[src/rtl/warships_pkg.sv]
// rtl/warships_pkg.sv - shared board geometry, cell status encoding and writer FSM states
package warships_pkg;

  typedef enum logic [1:0] {
    EMPTY  = 2'b00,
    MYSHIP = 2'b01,
    MISS   = 2'b10,
    HIT    = 2'b11
  } grid_status_t;

  localparam int GRID_ROWS           = 12;
  localparam int GRID_COLUMNS        = 12;
  localparam int GRID_ELEMENT_WIDTH  = 32;
  localparam int GRID_ELEMENT_HEIGHT = 32;
  localparam int GRID_BORDER_WIDTH   = 2;

  typedef enum logic [2:0] {
    IDLE,
    READ,
    WAIT,
    EVAL,
    WRITE,
    CLEAR
  } writer_state_t;

  // Address layout is {col[3:0], row[3:0]}; nibbles 12..15 are off the board.
  function automatic logic cell_in_range(input logic [7:0] addr);
    return (addr[7:4] < 4'(GRID_COLUMNS)) && (addr[3:0] < 4'(GRID_ROWS));
  endfunction

endpackage

[src/rtl/pixel_to_cell.sv]
// rtl/pixel_to_cell.sv - maps a mouse pixel position onto a board cell address
module pixel_to_cell
  import warships_pkg::*;
#(
  parameter int X_POS = 0,
  parameter int Y_POS = 0
) (
  input  logic [11:0] xpos,
  input  logic [11:0] ypos,
  output logic [7:0]  cell_addr,
  output logic        in_grid
);

  logic [10:0] dx;
  logic [10:0] dy;
  logic        unused_bits;

  // Pixels left of / above the origin wrap to large offsets and fall outside.
  assign dx = xpos[10:0] - 11'(X_POS);
  assign dy = ypos[10:0] - 11'(Y_POS);

  assign in_grid   = (dx[10:5] < 6'(GRID_COLUMNS)) && (dy[10:5] < 6'(GRID_ROWS));
  assign cell_addr = {dx[8:5], dy[8:5]};

  assign unused_bits = ^{xpos[11], ypos[11], dx[4:0], dy[4:0]};

endmodule

[src/rtl/grid_writer.sv]
// rtl/grid_writer.sv - board memory write-side owner: ship placement, shot resolution, clear
module grid_writer
  import warships_pkg::*;
#(
  parameter int X_POS          = 0,
  parameter int Y_POS          = 0,
  parameter int MAX_SHIP_CELLS = 20
) (
  input  logic        clk,
  input  logic        rst,
  input  logic [11:0] xpos,
  input  logic [11:0] ypos,
  input  logic        mouse_left,
  input  logic        place_en,
  input  logic        clear,
  input  logic        shot_valid,
  input  logic [7:0]  shot_addr,
  output logic        shot_ready,
  output logic        shot_done,
  output logic        shot_hit,
  output logic [7:0]  mem_addr,
  input  logic [1:0]  mem_rdata,
  output logic [1:0]  mem_wdata,
  output logic        mem_we,
  output logic [4:0]  ship_cells,
  output logic        busy
);

  localparam logic [4:0] MAX_CELLS = 5'(MAX_SHIP_CELLS);

  writer_state_t state;
  grid_status_t  rdata_q;
  logic          mouse_prev;
  logic          clear_pend;
  logic          op_shot;
  logic          op_skip;
  logic [7:0]    click_addr;
  logic          click_in;
  logic          click;

  pixel_to_cell #(
    .X_POS(X_POS),
    .Y_POS(Y_POS)
  ) u_pixel_to_cell (
    .xpos     (xpos),
    .ypos     (ypos),
    .cell_addr(click_addr),
    .in_grid  (click_in)
  );

  assign click      = mouse_left && !mouse_prev;
  assign busy       = (state != IDLE);
  assign shot_ready = (state == IDLE) && !clear_pend && !rst;

  always_ff @(posedge clk or posedge rst) begin
    if (rst) begin
      state      <= IDLE;
      rdata_q    <= EMPTY;
      mouse_prev <= 1'b0;
      clear_pend <= 1'b0;
      op_shot    <= 1'b0;
      op_skip    <= 1'b0;
      mem_addr   <= 8'h00;
      mem_wdata  <= EMPTY;
      mem_we     <= 1'b0;
      shot_done  <= 1'b0;
      shot_hit   <= 1'b0;
      ship_cells <= 5'd0;
    end else begin
      mouse_prev <= mouse_left;
      mem_we     <= 1'b0;
      shot_done  <= 1'b0;
      shot_hit   <= 1'b0;

      if (clear && state != IDLE) begin
        clear_pend <= 1'b1;
      end

      case (state)
        IDLE: begin
          if (clear || clear_pend) begin
            state      <= CLEAR;
            clear_pend <= 1'b0;
            mem_addr   <= 8'h00;
            mem_wdata  <= EMPTY;
            mem_we     <= 1'b1;
            ship_cells <= 5'd0;
          end else if (shot_valid) begin
            state   <= READ;
            op_shot <= 1'b1;
            op_skip <= !cell_in_range(shot_addr);
            if (cell_in_range(shot_addr)) begin
              mem_addr <= shot_addr;
            end
          end else if (click && place_en && click_in) begin
            state    <= READ;
            op_shot  <= 1'b0;
            op_skip  <= 1'b0;
            mem_addr <= click_addr;
          end
        end

        READ: state <= WAIT;

        WAIT: begin
          rdata_q <= grid_status_t'(mem_rdata);
          state   <= EVAL;
        end

        EVAL: begin
          state <= WRITE;
          if (op_shot) begin
            shot_done <= 1'b1;
            if (!op_skip) begin
              case (rdata_q)
                MYSHIP: begin
                  mem_we    <= 1'b1;
                  mem_wdata <= HIT;
                  shot_hit  <= 1'b1;
                end
                EMPTY: begin
                  mem_we    <= 1'b1;
                  mem_wdata <= MISS;
                end
                default: ;
              endcase
            end
          end else begin
            case (rdata_q)
              EMPTY: begin
                if (ship_cells < MAX_CELLS) begin
                  mem_we     <= 1'b1;
                  mem_wdata  <= MYSHIP;
                  ship_cells <= ship_cells + 5'd1;
                end
              end
              MYSHIP: begin
                mem_we    <= 1'b1;
                mem_wdata <= EMPTY;
                if (ship_cells != 5'd0) begin
                  ship_cells <= ship_cells - 5'd1;
                end
              end
              default: ;
            endcase
          end
        end

        WRITE: state <= IDLE;

        // mem_wdata stays EMPTY from entry; one address per cycle through 255.
        CLEAR: begin
          if (mem_addr == 8'hFF) begin
            state <= IDLE;
          end else begin
            mem_addr <= mem_addr + 8'd1;
            mem_we   <= 1'b1;
          end
        end

        default: state <= IDLE;
      endcase
    end
  end

endmodule
[config.mk]
export PLATFORM = sky130hd
export DESIGN_NAME = grid_writer
export DESIGN_NICKNAME = d
export VERILOG_FILES = /design/src/rtl/warships_pkg.sv /design/src/rtl/pixel_to_cell.sv /design/src/rtl/grid_writer.sv
export SDC_FILE = /design/constraint.sdc
export NUM_CORES = 1
export LEC_CHECK = 0
export ABC_CLOCK_PERIOD_IN_PS = 2130
export CAP_MARGIN = 30
export CORE_ASPECT_RATIO = 0.75
export CORE_MARGIN = 8
export CORE_UTILIZATION = 40
export CTS_CLUSTER_DIAMETER = 80
export DETAILED_ROUTE_END_ITERATION = 12
export PLACE_DENSITY = 0.73
export SYNTH_ARGS = -nofsm -noshare
export SYNTH_HDL_FRONTEND = slang
export SYNTH_SLANG_ARGS = --single-unit
[constraint.sdc]
create_clock -name clk -period 2.13 [get_ports clk]
set_input_delay 0.426 -clock clk [delete_from_list [all_inputs] [get_ports clk]]
set_output_delay 0.426 -clock clk [all_outputs]
set_load 0.02 [all_outputs]
==> run metrics <==
DR vias/cell=around 5.2; FP Rows=20; cts bufs inserted=3; Fill cells=between 300 and 400; CP startpoint kind=flip-flop; design area=~2300 sq um; Arrival @ worst endpoint=1530 ps; Ys Warns=0; Tcrit/Tclk final=0.9204; max-cap violations=0; Period minus WS final=~2000 ps; Nets=around 280; P&R area growth vs syn=39.55%; DR pass1 iterations=5; Synth Cell Area=around 1700 sq um; core area=approximately 4000 sq um; status=complete, no violations; top-area cell type share of the netlist area=0.4060; Slew HR=0.7284; Skew-Pair Late Insertion Delay=approximately 270 ps; Post-Syn Area per Cell=9.564 sq um; Placer Congestion=0.7970; # port buffers=47; Setup CP Type=flip-flop to primary output; number of flops mapped to enable cells by yosys=0; Power Dens Cells=about 1200 nW/um^2; HP Class=flip-flop to flip-flop; Post-Syn Nets=219; remaining global-route overflow=0; pre-CTS WS=-46.99 ps; Iteration-0 DRC Markers=93; synth top area cells=dfrtp_1, mux2i_1, xnor2_1; RSZ-0062 raised after global routing=no; cells after synthesis=between 150 and 200; synth unique cells=48; Async SR Flop Fraction=1.000; via count=between 1500 and 2000; Yosys reg bits=27; WL/cell=roughly 14 microns; worst clock skew=approximately 5 ps; clock root buffer=clkbuf_8; Pins Over Slew Limit=0; Worst Tran Pin Value=405.0 ps; Leak=around 1.0 nW; post-DP HPWL=approximately 3500 microns; Post-DRT Antenna Nets=0; Worst Path Max Fanout=3; Top FF cell, synth=dfrtp_1; gr usage total=0.1338; initial antenna violation count=0; # hold bufs at CTS=0; area leader, netlist=dfrtp_1; global-route wire length before repair=7307 microns; register area=between 600 and 700 sq um; top post-synthesis cells by count=dfrtp_1, nor2_1, nand2_1; htree depth=1; worst path required time=between 1500 and 2000 ps; number of global-route vias before repair=1474; clk slew on worst S/H paths=about 80 ps; Crit. End Element=primary output; total chip power=~2.8 mW; post-route worst setup slack=around 170 ps; Detailed Route WL=4196 microns; most common cell in the netlist=dfrtp_1; # DRC=0; Die ar.=roughly 6500 sq um; Final Hold Vio Count=0; TritonCTS clock tree=built; I/O pins=60; Worst Reg-to-Reg Cells=7; Initial Utilization=0.4130; # diodes=0; setup violators final=0; clk sink count=27; Placed Area=around 2300 sq um; Worst VDD drop=approximately 0.40 mV; hold path cells=1; Seq/Total Area, Yosys=0.4060; largest net degree at the start of global routing=28; die height=71.86 microns; Fmax=around 500 MHz; CTS max path bufs=2; die width=90.48 microns; share of layout cells above drive strength 1=0.1319; Multi-input gate area=909.6 sq um
state kept, by name, indices dropped and copies added, names as in the netlist:
| name | cells |
|---|---|
| mem_addr | 8 |
| ship_cells | 5 |
| state | 3 |
| mem_wdata | 2 |
| rdata_q | 2 |
| clear_pend | 1 |
| mem_we | 1 |
| mouse_prev | 1 |
| op_shot | 1 |
| op_skip | 1 |
| shot_done | 1 |
| shot_hit | 1 |
cell usage in the layout, fill, tap and decap left out, types with 5 or more instances in the layout:
cell type | Yosys | final
nor3_1 | 8 | 8
nor2_1 | 14 | 14
a21o_1 | 5 | 5
nand2_1 | 13 | 13
inv_1 | 7 | 7
clkdlybuf4s50_1 | 0 | 46
buf_4 | 0 | 17
o21ai_0 | 10 | 10
mux2i_1 | 8 | 8
dfrtp_1 | 27 | 27
a21oi_1 | 10 | 10
xnor2_1 | 7 | 7
worst max-delay path, stage by stage (launching register included):
cell             delay (ps)
dfrtp_1                 420
nor3_4                  200
inv_1                   100
clkdlybuf4s50_1         550
cell families after synthesis:
family                   synth area share
AND/OR/NAND/NOR                    0.2053
AO/OA/AOI/OAI                      0.1699
flip-flops                         0.4060
buffers and inverters             0.04737
multiplexers                      0.08195
XOR/XNOR                          0.04737
adder cells (fa/ha/maj)           0.04211
final cells by class:
| class | count | area share |
|---|---|---|
| clock buffers | 4 | 0.01940 |
| flip-flops and latches | 27 | 0.2909 |
| inverters | 7 | 0.01131 |
| multi-input cells | 133 | 0.3917 |
| well taps | 55 | 0.02963 |
| repair buffers | 64 | 0.2570 |
layer usage:
| metal | wire length [microns] | up-vias | part of all wire | track usage |
|---|---|---|---|---|
| met1 | 2127 | 709 | 0.51 | 0.1873 |
| met5 | 0 | - | 0 | 0 |
| li1 | - | 756 | - | - |
| met2 | 1736 | 50 | 0.41 | 0.1932 |
| met3 | 281 | 5 | 0.067 | 0.03862 |
| met4 | 51 | 0 | 0.012 | 0.03860 |
final timing paths:
path | slack (ps) | endpoint | from
setup / recovery | 170 | busy | state[0]
hold / removal | 480 | shot_hit | op_skip
setup reg to reg | 180 | ship_cells[4] | rdata_q[1]
hold reg to reg | 480 | shot_hit | op_skip
max in group asynchronous | 1320 | mem_wdata[0] | rst
min in group asynchronous | 560 | mem_addr[3] | rst
report_power, final:
group          internal, mW  switching [mW]
combinational         0.776           0.817
sequential            0.692           0.193
clock                 0.134           0.148
repair_timing:
action / CTS / global route
endpoints found under the setup margin: 1 / 0
resized for setup: 1 / 0
setup buffers: 0 / 0
per-stage QoR:
step                      instances  setup TNS [ps]    util  hold WS [ps]
after floorplan                 174               0       -         431.6
after global placement          286          -32.96  0.5655         475.3
after detailed placement        286          -46.99  0.5655         471.0
after CTS                       290               0  0.5764         482.5
after global routing            290               0  0.5764         498.2
final                           290               0  0.5764         475.7
No activity file was read; power rests on OpenSTA's default activity.
